<file path="config.mk">
export PLATFORM = sky130hd
export DESIGN_NAME = line_fill_ctrl
export DESIGN_NICKNAME = d
export VERILOG_FILES = /design/src/rtl/line_fill_ctrl.sv
export SDC_FILE = /design/constraint.sdc
export NUM_CORES = 1
export LEC_CHECK = 0
export CAP_MARGIN = 30
export CORE_MARGIN = 5
export CORE_UTILIZATION = 51
export DETAILED_ROUTE_END_ITERATION = 6
export PLACE_DENSITY_LB_ADDON = 0.3
export SLEW_MARGIN = 5
export SYNTH_ARGS = -nofsm -noshare
export SYNTH_HDL_FRONTEND = slang
export SYNTH_SLANG_ARGS = --single-unit
</file>
<file path="constraint.sdc">
create_clock -name clk -period 30.2 [get_ports clk]
set_input_delay 6.04 -clock clk [delete_from_list [all_inputs] [get_ports clk]]
set_output_delay 6.04 -clock clk [all_outputs]
set_load 0.1 [all_outputs]
</file>
<file path="src/rtl/line_fill_ctrl.sv">
// line_fill_ctrl: burst master between a cache-line requester and the data memory.
// One request becomes one sz_4word/sz_8word burst; the line returns over valid/ready.
module line_fill_ctrl #(
    parameter int LINE_WORDS = 4
) (
    input  logic                    clk,
    input  logic                    reset,
    input  logic                    req_valid,
    output logic                    req_ready,
    input  logic [31:0]             req_addr,
    input  logic                    req_wr,
    input  logic [32*LINE_WORDS-1:0] req_wdata,
    output logic                    resp_valid,
    input  logic                    resp_ready,
    output logic [32*LINE_WORDS-1:0] resp_rdata,
    output logic                    proto_err,
    output logic                    mem_enable,
    output logic [31:0]             mem_addr,
    output logic [1:0]              mem_access_size,
    output logic                    mem_rd_wr,
    output logic [31:0]             mem_data_in,
    input  logic [31:0]             mem_data_out,
    input  logic                    mem_busy
);
    localparam logic [1:0] SZ_4WORD = 2'b01;
    localparam logic [1:0] SZ_8WORD = 2'b10;
    localparam logic [1:0] LINE_SIZE = (LINE_WORDS == 8) ? SZ_8WORD : SZ_4WORD;
    localparam int BW = $clog2(LINE_WORDS);
    localparam logic [BW-1:0] LAST_BEAT = BW'(LINE_WORDS - 1);
    localparam logic [31:0] LINE_MASK = ~32'(LINE_WORDS * 4 - 1);

    typedef enum logic [1:0] {IDLE, ISSUE, BURST, DONE} state_t;

    state_t state, next_state;
    logic [31:0] line_addr;
    logic wr;
    logic [LINE_WORDS-1:0][31:0] wdata;
    logic [LINE_WORDS-1:0][31:0] line_buf;
    logic [BW-1:0] beat;
    logic [BW-1:0] start_beat;

    // Word 0 of a write goes out with the command, so the write burst starts at beat 1.
    assign start_beat = wr ? BW'(1) : '0;

    always_ff @(posedge clk or posedge reset) begin
        if (reset) begin
            state <= IDLE;
        end else begin
            state <= next_state;
        end
    end

    always_comb begin
        next_state = state;
        case (state)
            IDLE:    if (req_valid) next_state = ISSUE;
            ISSUE:   next_state = BURST;
            BURST:   if (beat == LAST_BEAT) next_state = DONE;
            DONE:    if (resp_ready) next_state = IDLE;
            default: next_state = IDLE;
        endcase
    end

    always_ff @(posedge clk or posedge reset) begin
        if (reset) begin
            line_addr <= '0;
            wr        <= 1'b0;
            wdata     <= '0;
            line_buf  <= '0;
            beat      <= '0;
            proto_err <= 1'b0;
        end else begin
            case (state)
                IDLE: begin
                    if (req_valid) begin
                        line_addr <= req_addr & LINE_MASK;
                        wr        <= req_wr;
                        wdata     <= req_wdata;
                    end
                end
                ISSUE: beat <= start_beat;
                BURST: begin
                    if (!wr) line_buf[beat] <= mem_data_out;
                    beat <= beat + BW'(1);
                end
                default: ;
            endcase
            // Memory must stay busy for the whole burst once it has taken the command.
            if (state == BURST && mem_enable && !mem_busy && beat != start_beat) begin
                proto_err <= 1'b1;
            end
        end
    end

    always_comb begin
        req_ready       = 1'b0;
        resp_valid      = 1'b0;
        resp_rdata      = '0;
        mem_enable      = 1'b0;
        mem_addr        = '0;
        mem_access_size = '0;
        mem_rd_wr       = 1'b0;
        mem_data_in     = '0;
        case (state)
            IDLE: req_ready = !reset;
            ISSUE: begin
                mem_enable      = 1'b1;
                mem_addr        = line_addr;
                mem_access_size = LINE_SIZE;
                mem_rd_wr       = !wr;
                mem_data_in     = wdata[0];
            end
            BURST: begin
                // Dropping enable on the last read capture keeps memory from restarting.
                mem_enable      = wr || (beat != LAST_BEAT);
                mem_addr        = line_addr;
                mem_access_size = LINE_SIZE;
                mem_rd_wr       = !wr;
                if (wr) mem_data_in = wdata[beat];
            end
            DONE: begin
                resp_valid = 1'b1;
                if (!wr) resp_rdata = line_buf;
            end
            default: ;
        endcase
    end
endmodule

</file>
==> results summary <==
The flow ran to the end, and the final reports show no timing, DRC or antenna violations. Entering global routing, the biggest net connects 129 pins. The aggregate negative setup slack is 0 ns. The arrival time reported for the critical path endpoint came out at 7.85 ns. The multiplexer share of the synthesized area came out at 29.3%.

The endpoint kind of the worst setup timing path is an output port. The number of enable flip-flop cells after synthesis came out at 0. The top-level I/O count came out at 397. The number of sinks driven by the clock tree is 290. The largest total area in the synthesized netlist belongs to sky130_fd_sc_hd__dfrtp_1. The transition at the pin with the smallest max-transition slack came out at 1.05 ns.

The floorplan step defined a die boundary enclosing 29200 um2. The global route total overflow came out at 0. The post-CTS setup buffer count is 0.

The compound-gate portion of the synthesized area is 3.64%. The core region is 25800 um2. The worst setup path is launched from an input pin. The hold-fix buffer count after cts is 0. The routed wire length is 33900 um.

Yosys attributes the largest share of cell area to sky130_fd_sc_hd__dfrtp_1 55%, sky130_fd_sc_hd__mux2_2 14%, sky130_fd_sc_hd__mux2_1 10%. Max-cap violations in this run came to 0. The count of yosys warnings during synthesis is 0. The area share of the largest cell type after synthesis is 54.9%. Setup repair after global routing left no endpoint under its margin. The portion of the post-synthesis area used by sequential elements is 54.9%. The post-DP HPWL is 23800 um. The number of different library cells in the post-synthesis netlist is 29. The number of endpoints with negative hold slack in the final report is 0. The netlist area before placement is 13200 um2. By area, the combinational part of the netlist is dominated by multiplexers.

The number of H-tree levels came out at 1. The final estimated routing congestion in global placement came out at 0.799. The number of vias per cell after detailed routing is 5.28.

The layout overhead on the synthesized area is 41.5%. The length of the first detailed-routing pass in iterations is 4. The shortest period the worst path allows is 13.89 ns. The main flop type after synthesis is sky130_fd_sc_hd__dfrtp_1. The synthesized area per cell came out at 13.5 um2. The final-report max-slew violation count is 0. The routed length per placed instance is 19.8 um.

The global-route wire length before repair came out at 52500 um. The number of synthesized register bits came out at 290. The final setup violation count is 0. The xor/xnor share of the synthesized area is 0.0663%. Between clock sinks in the finished design, the worst skew comes to 0.0176 ns. In this run the worst hold path is classified as reg -> reg. The residual DRC count came out at 0. Summing over every cut layer, the via total after detailed routing is 9027. The upper clock frequency limit came out at 72.0 MHz. Along the worst path, the maximum fanout reaches 2. Input and output buffers added on the ports amount to 387. The detail route stage leaves a number of antenna-violating nets equal to 0. The die extent in y is 171 um. The number of buffers between clock root and the deepest sink came out at 3. The horizontal die dimension came out at 171 um. The clock transition at the register clock pins on the worst setup and hold paths after CTS came out at 0.06 ns. The total routing resource utilization after global routing is 22.6%. The clock insertion delay at the later pin of the skew report is 0.55 ns. By startpoint and endpoint, the worst setup path is classified as in -> out.

In the synthesized netlist the async set-or-reset flop fraction comes to 100%. The synthesized-area fraction occupied by and/or/nand/nor cells came out at 8.31%. The worst slew margin relative to its limit came out at 29.8%. The synthesized instance count came out at 980. The ratio of cells with drive above 1 in the final layout is 18.0%.

TritonCTS built the clock tree. The required time of the worst setup path came out at 24.16 ns. The floorplan has 59 rows. The post-cts sizing count is 0. The layout net count is 1558. The share of the clock period used by the worst path after layout is 46.0%. The area share of fa/ha/maj cells after synthesis came out at 0.852%. The number of global-route vias before repair was 9444. The detailed router's first-iteration violation count is 528.

The clock buffer count from CTS came out at 30. The starting utilization of the core area is 51.3%. The number of antenna violations at the first check in global routing came out at 3. The tree is rooted in a sky130_fd_sc_hd__clkbuf_16.
## stage by stage
| step | setup slack (ns) | instances | instance area, um2 | hold WS [ns] | utilization [%] |
|---|---|---|---|---|---|
| after detailed placement | 16.31 | 1653 | 17600 | 0.453 | 68.4 |
| after global routing | 16.25 | 1710 | 18700 | 0.494 | 72.6 |
| after floorplan | 16.15 | 984 | 13200 | 0.456 | - |
| after CTS | 16.30 | 1707 | 18700 | 0.467 | 72.5 |
| after global placement | 16.32 | 1640 | 17300 | 0.453 | 67.0 |
| final | 16.31 | 1710 | 18700 | 0.462 | 72.6 |
## sequential cells by signal, indices dropped and copies added, names as in the netlist
register	flops
line_buf	128
beat	2
proto_err	1
wr	1
line_addr	28
state	2
wdata	128
## cell usage in the layout, fill, tap and decap left out, types with 2 or more instances in the layout
master / n
sky130_fd_sc_hd__nor2_1: 3
sky130_fd_sc_hd__dfrtp_1: 289
sky130_fd_sc_hd__o21ai_0: 2
sky130_fd_sc_hd__clkbuf_8: 5
sky130_fd_sc_hd__buf_16: 14
sky130_fd_sc_hd__diode_2: 2
sky130_fd_sc_hd__conb_1: 5
sky130_fd_sc_hd__mux2_2: 166
sky130_fd_sc_hd__nor2b_1: 3
sky130_fd_sc_hd__o22ai_1: 32
sky130_fd_sc_hd__bufinv_16: 5
sky130_fd_sc_hd__buf_4: 7
sky130_fd_sc_hd__clkbuf_1: 4
sky130_fd_sc_hd__a21o_1: 32
sky130_fd_sc_hd__ha_1: 9
sky130_fd_sc_hd__nand2_2: 4
sky130_fd_sc_hd__nor2b_4: 2
sky130_fd_sc_hd__mux2i_1: 65
sky130_fd_sc_hd__inv_1: 8
sky130_fd_sc_hd__mux2_1: 120
sky130_fd_sc_hd__clkbuf_16: 31
sky130_fd_sc_hd__and2_1: 156
sky130_fd_sc_hd__clkdlybuf4s50_1: 387
sky130_fd_sc_hd__clkinv_2: 9
## critical path, cell delays in order
cell                              delay [ns]
sky130_fd_sc_hd__clkdlybuf4s50_1        0.52
sky130_fd_sc_hd__nor2b_1                0.15
sky130_fd_sc_hd__clkdlybuf4s50_1        1.14
## final timing paths
check | start | to | slack (ns) | cells after the start
min in group asynchronous | reset | line_buf[102]$_DFFE_PP0P_ | 6.10 | 2
max reg2reg | state[0]$_DFFE_PP0P_ | wdata[83]$_DFFE_PP0P_ | 27.26 | 6
max in group asynchronous | reset | wdata[81]$_DFFE_PP0P_ | 22.78 | 4
min reg2reg | proto_err$_DFFE_PP0P_ | proto_err$_DFFE_PP0P_ | 0.46 | 2
max | reset | req_ready | 16.31 | 3
min | proto_err$_DFFE_PP0P_ | proto_err$_DFFE_PP0P_ | 0.46 | 2
## cell families (layout without fill, tap and decap cells)
family,count (synthesis),in the layout
AND/OR/NAND/NOR,176,176
multiplexers,351,351
AO/OA/AOI/OAI,70,70
XOR/XNOR,1,1
buffers and inverters,82,471
flip-flops,290,290
other,1,7
adder cells (fa/ha/maj),9,9
## layout make-up
class	instances	area, um2
Antenna cell	2	5.00
Fill cell	1795	7060
Inverter	9	41.3
Clock inverter	14	195
Sequential cell	290	7260
Timing Repair Buffer	408	4310
Clock buffer	40	860
Tap cell	335	419
Multi-Input combinational cell	612	5610
## cell usage after synthesis (2+ instances only)
cell type / number
sky130_fd_sc_hd__nand2_2: 4
sky130_fd_sc_hd__nor2b_1: 4
sky130_fd_sc_hd__buf_4: 10
sky130_fd_sc_hd__o21ai_0: 2
sky130_fd_sc_hd__mux2_2: 166
sky130_fd_sc_hd__buf_2: 33
sky130_fd_sc_hd__mux2_1: 120
sky130_fd_sc_hd__nand2_1: 2
sky130_fd_sc_hd__a21o_1: 32
sky130_fd_sc_hd__nor2_1: 3
sky130_fd_sc_hd__inv_1: 9
sky130_fd_sc_hd__o22ai_1: 32
sky130_fd_sc_hd__clkbuf_1: 30
sky130_fd_sc_hd__mux2i_1: 65
sky130_fd_sc_hd__ha_1: 9
sky130_fd_sc_hd__dfrtp_1: 290
sky130_fd_sc_hd__and2_1: 157
## per-layer routing
layer / share of wire, % / vias to the layer above / track usage (%)
li1: - / 4163 / -
met1: 39 / 4481 / 27.6
met2: 49 / 314 / 38.2
met3: 8.8 / 67 / 6.86
met4: 3.2 / 2 / 7.65
met5: 0.059 / - / 0
Power is not shown: default switching activity piles up to over one toggle a cycle in this logic, so the estimate is an artifact.
